### config.mk
export PLATFORM = sky130hd
export DESIGN_NAME = queue_ptr_ctrl
export DESIGN_NICKNAME = d
export VERILOG_FILES = /design/src/rtl/wrap_ptr_reg.sv /design/src/rtl/queue_ptr_ctrl.sv
export SDC_FILE = /design/constraint.sdc
export NUM_CORES = 1
export LEC_CHECK = 0
export BUFFER_PORTS_ARGS = -buffer_cell sky130_fd_sc_hd__buf_2
export CORE_MARGIN = 4
export CORE_UTILIZATION = 35
export DETAILED_ROUTE_END_ITERATION = 6
export REMOVE_ABC_BUFFERS = 1
export SLEW_MARGIN = 20
export SYNTH_ARGS = -nofsm -noshare
export SYNTH_HDL_FRONTEND = slang
export SYNTH_SLANG_ARGS = --single-unit
### constraint.sdc
create_clock -name clk -period 3.3 [get_ports clk]
set_input_delay 0.33 -clock clk [delete_from_list [all_inputs] [get_ports clk]]
set_output_delay 0.33 -clock clk [all_outputs]
set_load 0.05 [all_outputs]
### src/rtl/wrap_ptr_reg.sv
// Wrap-tagged pointer register: {wrap, index} counter that counts modulo 2**WIDTH,
// with a synchronous load that takes priority over increment.
module wrap_ptr_reg #(
    parameter int WIDTH = 4
) (
    input  logic             clk,
    input  logic             rst_aL,
    input  logic             load,
    input  logic [WIDTH-1:0] load_val,
    input  logic             inc,
    output logic [WIDTH-1:0] value
);

    logic [WIDTH-1:0] value_reg;
    logic [WIDTH-1:0] value_next;

    // Plain binary increment: the MSB acts as the wrap bit because DEPTH is a power of two.
    always_comb begin
        value_next = value_reg;
        if (load) begin
            value_next = load_val;
        end else if (inc) begin
            value_next = value_reg + WIDTH'(1);
        end
    end

    always_ff @(posedge clk or negedge rst_aL) begin
        if (!rst_aL) begin
            value_reg <= '0;
        end else begin
            value_reg <= value_next;
        end
    end

    assign value = value_reg;

endmodule

### src/rtl/queue_ptr_ctrl.sv
// Head/tail pointer controller for a circular queue with flush and tail rollback.
// Holds no payload; enq_ptr/deq_ptr address the owning queue's storage.
module queue_ptr_ctrl #(
    parameter int DEPTH = 8,
    localparam int PTR_WIDTH = $clog2(DEPTH)
) (
    input  logic               clk,
    input  logic               rst_aL,
    input  logic               enq_valid,
    output logic               enq_ready,
    output logic               deq_valid,
    input  logic               deq_ready,
    input  logic               flush,
    input  logic               rollback_valid,
    input  logic [PTR_WIDTH:0] rollback_ptr,
    output logic [PTR_WIDTH:0] enq_ptr,
    output logic [PTR_WIDTH:0] deq_ptr,
    output logic [PTR_WIDTH:0] occupancy,
    output logic               full,
    output logic               empty
);

    localparam logic [PTR_WIDTH:0] DEPTH_CNT = (PTR_WIDTH + 1)'(DEPTH);

    generate
        if ((DEPTH < 2) || ((DEPTH & (DEPTH - 1)) != 0)) begin : g_bad_depth
            $error("queue_ptr_ctrl: DEPTH must be a power of two and at least 2");
        end
    endgenerate

    logic [PTR_WIDTH:0] head_ptr;
    logic [PTR_WIDTH:0] tail_ptr;
    logic               enq_fire;
    logic               deq_fire;
    logic               tail_load;
    logic [PTR_WIDTH:0] tail_load_val;

    // Status comes from registers only, so ready/valid never see enq_valid/deq_ready.
    assign empty     = (head_ptr == tail_ptr);
    assign full      = (head_ptr[PTR_WIDTH-1:0] == tail_ptr[PTR_WIDTH-1:0]) &&
                       (head_ptr[PTR_WIDTH] != tail_ptr[PTR_WIDTH]);
    assign occupancy = tail_ptr - head_ptr;
    assign enq_ready = !full;
    assign deq_valid = !empty;

    assign enq_fire = enq_valid & enq_ready;
    assign deq_fire = deq_valid & deq_ready;

    // Flush beats rollback; either load suppresses the same-cycle enqueue increment.
    assign tail_load     = flush | rollback_valid;
    assign tail_load_val = flush ? '0 : rollback_ptr;

    wrap_ptr_reg #(.WIDTH(PTR_WIDTH + 1)) u_head (
        .clk      (clk),
        .rst_aL   (rst_aL),
        .load     (flush),
        .load_val ('0),
        .inc      (deq_fire),
        .value    (head_ptr)
    );

    wrap_ptr_reg #(.WIDTH(PTR_WIDTH + 1)) u_tail (
        .clk      (clk),
        .rst_aL   (rst_aL),
        .load     (tail_load),
        .load_val (tail_load_val),
        .inc      (enq_fire),
        .value    (tail_ptr)
    );

    assign enq_ptr = tail_ptr;
    assign deq_ptr = head_ptr;

`ifndef SYNTHESIS
    logic [PTR_WIDTH:0] rb_offset;
    assign rb_offset = rollback_ptr - head_ptr;

    // A rollback target must lie in [head, tail]; a same-cycle dequeue shifts the lower bound.
    a_rollback_legal: assert property (@(posedge clk) disable iff (!rst_aL)
        (rollback_valid && !flush) |-> ((rb_offset <= occupancy) && !(deq_fire && (rb_offset == '0))));

    a_occ_bound: assert property (@(posedge clk) disable iff (!rst_aL)
        occupancy <= DEPTH_CNT);

    a_full_empty_excl: assert property (@(posedge clk) disable iff (!rst_aL)
        !(full && empty));
`endif

endmodule

==> results of run 1 <==
[power by group through the flow]
stage                     clock, uW  sequential (uW)  combinational [uW]
after detailed placement          0              120                 243
after global routing           83.4              120                 261
after floorplan                   0              148                 160
after global placement            0              120                 242
final                          72.1              118                 242
after CTS                      75.5              119                 245
[synth_stat cells (2+ instances only)]
cell type	number
xnor2_1	3
a21oi_1	4
o211ai_1	2
o21a_1	2
ha_1	5
xor2_1	4
nor2_1	4
inv_1	13
nand2_1	2
and3_1	2
dfrtp_1	8
[through the flow]
stage	cell area, um2	power (uW)	util [%]
after global placement	738	362	47.4
after detailed placement	738	364	47.4
after CTS	771	439	49.4
after global routing	771	464	49.4
after floorplan	593	308	-
final	771	433	49.4
[what timing repair did]
item / 4_1_cts / 5_1_grt
hold buffers: 1 / 0
buffers inserted: 0 / 0
endpoints found under the hold margin: 8 / 0
[layout make-up]
cell class              count  share of cell area (%)
clock buffers               3                    2.92
inverters                  13                    6.33
multi-input cells          42                    44.6
flip-flops and latches      8                    26.0
well taps                  16                    2.60
repair buffers             26                    17.5
[worst min-delay path: cells and delay by family]
family / cells / cell delay [ns]
buffers and inverters: 2 / 0.14
AO/OA/AOI/OAI: 1 / 0.06
[worst max-delay path by stage]
stage	startpoint	end	slack, ns	depth (start not counted)
floorplan	u_tail.value[0]	occupancy[2]	0.77	4
global placement	u_head.value[1]	occupancy[3]	1.44	6
detailed placement	u_head.value[1]	occupancy[3]	1.41	6
CTS	u_head.value[1]	occupancy[3]	1.14	6
global route	u_head.value[1]	occupancy[3]	1.03	6
finish	u_head.value[1]	occupancy[3]	1.17	6
[layout by cell type, fill, tap and decap left out]
master	instances
inv_1	13
buf_2	25
a2111oi_2	1
a21oi_1	4
dfrtp_1	8
clkbuf_4	3
mux2i_1	1
nand2_1	2
o21ai_0	1
ha_1	5
nand4_1	1
nor4bb_1	1
a21o_1	1
fa_1	1
o21a_1	2
nand2b_1	1
xor2_2	1
and3_1	2
xor2_1	4
dlygate4sd3_1	1
nor2_1	4
o211ai_1	2
a311oi_1	1
nand3_1	1
a21bo_2	1
xnor2_1	3
a31oi_1	1
a221oi_1	1
[logic make-up after synthesis]
kind of cell / after synthesis / share of synthesized area [%]
compound gates: 15 / 18.5
xor+xnor: 8 / 12.9
fa+ha+maj: 6 / 13.8
buf+inv: 15 / 9.37
flops: 8 / 33.3
mux: 1 / 1.67
simple gates: 12 / 10.4
[per-layer routing]
metal / GRT usage [%] / routed length, um / part of all wire (%)
met5: 0 / 0 / 0
met3: 2.75 / 84 / 6.5
met4: 8.29 / 12 / 0.93
met2: 18.8 / 617 / 48
met1: 14.6 / 570 / 44
==> impl_metrics.ini, run 1 <==
[run_status]
outcome = finished, final reports clean

[power_and_ir_drop]
internal_power_uw = 212
clkPwrFrac_pct = 16.7
power_frac_seq_pct = 27.3
switching_share_pct = 51.1
p_switching_uw = 221
p_comb_share_pct = 56.0
vdd_drop_max_uv = 228
power.density_nw_per_um2 = 561
p_leak_uw = 0.000445

[die]
die_w_um = 49.4
initial_core_util_pct = 38.5
core-area_um2 = 1560
die_h_um = 49.4
dieArea_um2 = 2440
rows = 14
io_pins = 26

[route]
drtIter0Drc = 5
routed_wl_um = 1280
ant_nets = 0
num_vias = 516
drc = 0
first_pass_iters = 2
avgViaCountPerCell = 4.78
wire_per_inst_um = 11.9

[sta]
max_freq_mhz = 469
slew_violations = 0
max-slew-margin-rel_pct = 74.5
fin_crit_sh_pct = 64.6
fin_ws_ns = 1.17
setup_viol = 0
period_minus_slack_ns = 2.13
tns_ns = 0
worst_slew_pin_slew_ns = 0.378
rsz0062_at_grt = no
hold_viol = 0
hold-worst-slack_ns = 0.339
skew_ns = 0.00463

[worst_setup_path]
r2r_end = u_tail.value[2]
crit_path_top_delay_cell = dfrtp_1
regToRegSetupSlack_ns = 1.43
crit_buf_inv = 2
cp_top_family = flip-flops
cp.required_ns = 2.97
worstSetupStartpointType = flop
worstPathCellList = inv_1, ha_1, a21o_1, a21oi_1, xor2_1, buf_2
r2r_cells = 6
arrival_ns = 1.80
max_stage_delay_ns = 0.42
worst-path-max-fanout = 6
cp-end-kind = primary output
r2r_start = u_tail.value[0]
path_class = flop to primary output

[final_layout]
final_cells = 108
fill_cells = 167
regArea_um2 = 200
diodes = 0
syn2layout_area_growth_pct = 28.3
nNetsFinal = 110
layout-drive-gt1-share_pct = 33.7
multi_input_area_um2 = 344

[clock_network]
clock_latency_ns = 0.25
numCtsBuffers = 3
cts_tree = built
clock-sinks = 8
cts_resized = 0
h-tree-depth = 1
cts.clk_slew.worst_paths_ns = 0.05
root_buffer = clkbuf_4
clk_path_buf_depth = 2

[worst_hold_path]
worstHoldStart = rollback_ptr[2]
hold_path.class = input pin to flop
worstHoldPathCells = 3
whs_endpoint = u_tail.value[2]

[global_route]
grt_pass1_vias = 526
grt_usage_pct = 12.1
antenna_found_initial = 0
gr-total-overflow = 0
grt_max_degree = 10
grt_pass1_wl_um = 2300

[logic_synthesis]
yosys_warnings = 0
synthCells = 65
mappedNetlistArea_um2 = 601
synth.distinct_cells = 27
async_flop_share_pct = 100
synth-seq-cells = 8
synth.avg_cell_area_um2 = 9.24
synth_top_area_share_pct = 33.3
synth_edf_count = 0
synthTopCellsByArea = dfrtp_1, ha_1, inv_1
yosysTopAreaCell = dfrtp_1
yosysSeqAreaShare_pct = 33.3
synth_flop_cell = dfrtp_1

[place]
place_ws_ns = 1.41
dp_hpwl_um = 1050
placedCellCount = 104
port_buffers = 25
gp_congestion = 0.771

[flow_run]
drv_cap = 0
Note: power is estimated with default switching activity, not from simulation.
==> inputs of run 2 (changes only) <==
==> constraint.sdc (replaced) <==
create_clock -name clk -period 1.95 [get_ports clk]
set_input_delay 0.195 -clock clk [delete_from_list [all_inputs] [get_ports clk]]
set_output_delay 0.195 -clock clk [all_outputs]
set_load 0.05 [all_outputs]
==> run 2 against run 1 <==
Clock skew fell by 0.0014 ns. Final area increased by 8.3%. Sequential share of layout area fell by 2.0 points.
==> impl_metrics.ini, run 2 (synthesis results as in run 1) <==
[clock_network]
post_cts_buffers = 0
h-tree-depth = 1
root_buffer = clkbuf_4
clock_latency_ns = 0.25
clk_path_buf_depth = 2
cts.clk_slew.worst_paths_ns = 0.05
clock-sinks = 8
numCtsBuffers = 3
cts_tree = built

[sta]
hold-worst-slack_ns = 0.201
max_freq_mhz = 540
period_minus_slack_ns = 1.85
fin_crit_sh_pct = 95.0
skew_ns = 0.00327
setup_viol = 0
slew_violations = 0
rsz0062_at_grt = yes
max-slew-margin-rel_pct = 73.4
worst_slew_pin_slew_ns = 0.399
hold_viol = 0

[flow_run]
drv_cap = 0

[global_route]
grt_usage_pct = 12.3
gr-total-overflow = 0
grt_pass1_vias = 528
grt_pass1_wl_um = 2260
antenna_found_initial = 0
grt_max_degree = 10

[power_and_ir_drop]
finalPower_uw = 793
p_leak_uw = 0.000465
power.density_nw_per_um2 = 950
vdd_drop_max_uv = 467
internal_power_uw = 403
power_frac_seq_pct = 24.6
p_switching_uw = 390
clkPwrFrac_pct = 15.5
switching_share_pct = 49.1
p_comb_share_pct = 59.9

[worst_setup_path]
worst-path-max-fanout = 5
cp.required_ns = 1.75
cp-end-kind = primary output
worstSetupStartpointType = flop
arrival_ns = 1.66
path_class = flop to primary output

[die]
io_pins = 26
initial_core_util_pct = 38.5
die_h_um = 49.4
dieArea_um2 = 2440
rows = 14
die_w_um = 49.4
core-area_um2 = 1560

[final_layout]
layout_commonest_cell = buf_2
design_area_um2 = 835
final_cell_mix = buf_2, inv_1, dfrtp_1
fill_cells = 152
syn2layout_area_growth_pct = 39.0
nNetsFinal = 112
layout-drive-gt1-share_pct = 42.6
diodes = 0

[route]
ant_nets = 0
avgViaCountPerCell = 4.73
drc = 0
routed_wl_um = 1370
num_vias = 520
first_pass_iters = 2
wire_per_inst_um = 12.4
drtIter0Drc = 1

[place]
port_buffers = 25
dp_hpwl_um = 1080
placed_cell_area_um2 = 753
gp_congestion = 0.842

[run_status]
outcome = finished, final reports clean

[worst_hold_path]
hold_path.class = input pin to flop
run 2: timing repair:
item                                    CTS  global route
gates resized for setup                   2            15
endpoints found under the setup margin    2             8
hold buffers                              1             0
pin swaps                                 0             3
hold endpoints to repair                  8             0
run 2: power by group through the flow:
stage                     sequential [uW]  combinational, uW  clock, uW
after floorplan                       251                270          0
after global placement                198                425          0
after detailed placement              198                425          0
after CTS                             195                434        132
after global routing                  198                507        142
final                                 195                475        123
run 2: area by class of cell:
type	instances	area (um2)	area share, %
multi-input combinational	42	370	44.4
sequential	8	200	24.0
timing repair buffer	28	173	20.7
inverter	13	48.8	5.85
clock buffer	3	22.5	2.70
tap	16	20.0	2.40
run 2: stage by stage:
step,setup TNS [ns],utilization (%),std cells,setup WS (ns)
after global placement,0,48.3,106,0.189
after detailed placement,0,48.3,106,0.111
after floorplan,-2.15,-,63,-0.442
final,0,53.5,110,0.0981
after global routing,-0.0107,53.5,110,-0.0107
after CTS,0,50.7,110,0.0112
run 2: worst paths after layout:
path                                    to             from  slack (ns)  cells after the start
min in group asynchronous  u_tail.value[2]           rst_aL        0.33                      2
min reg2reg                u_head.value[0]  u_head.value[0]        0.62                      2
max reg2reg                u_tail.value[2]  u_tail.value[0]        0.16                      6
min                        u_tail.value[2]  rollback_ptr[2]        0.20                      3
max                           occupancy[1]  u_tail.value[0]         0.1                      5
max in group asynchronous  u_head.value[0]           rst_aL        1.45                      2
run 2: routing by layer:
layer  wire [um]  track usage (%)
met5           0                0
met4          12             9.68
met3          58             3.06
met2         673             18.8
met1         622             14.7
run 2: critical path: stages, from the launching register on:
cell	delay, ns
dfrtp_1	0.41
inv_1	0.07
ha_2	0.20
fa_2	0.52
inv_1	0.04
buf_4	0.18
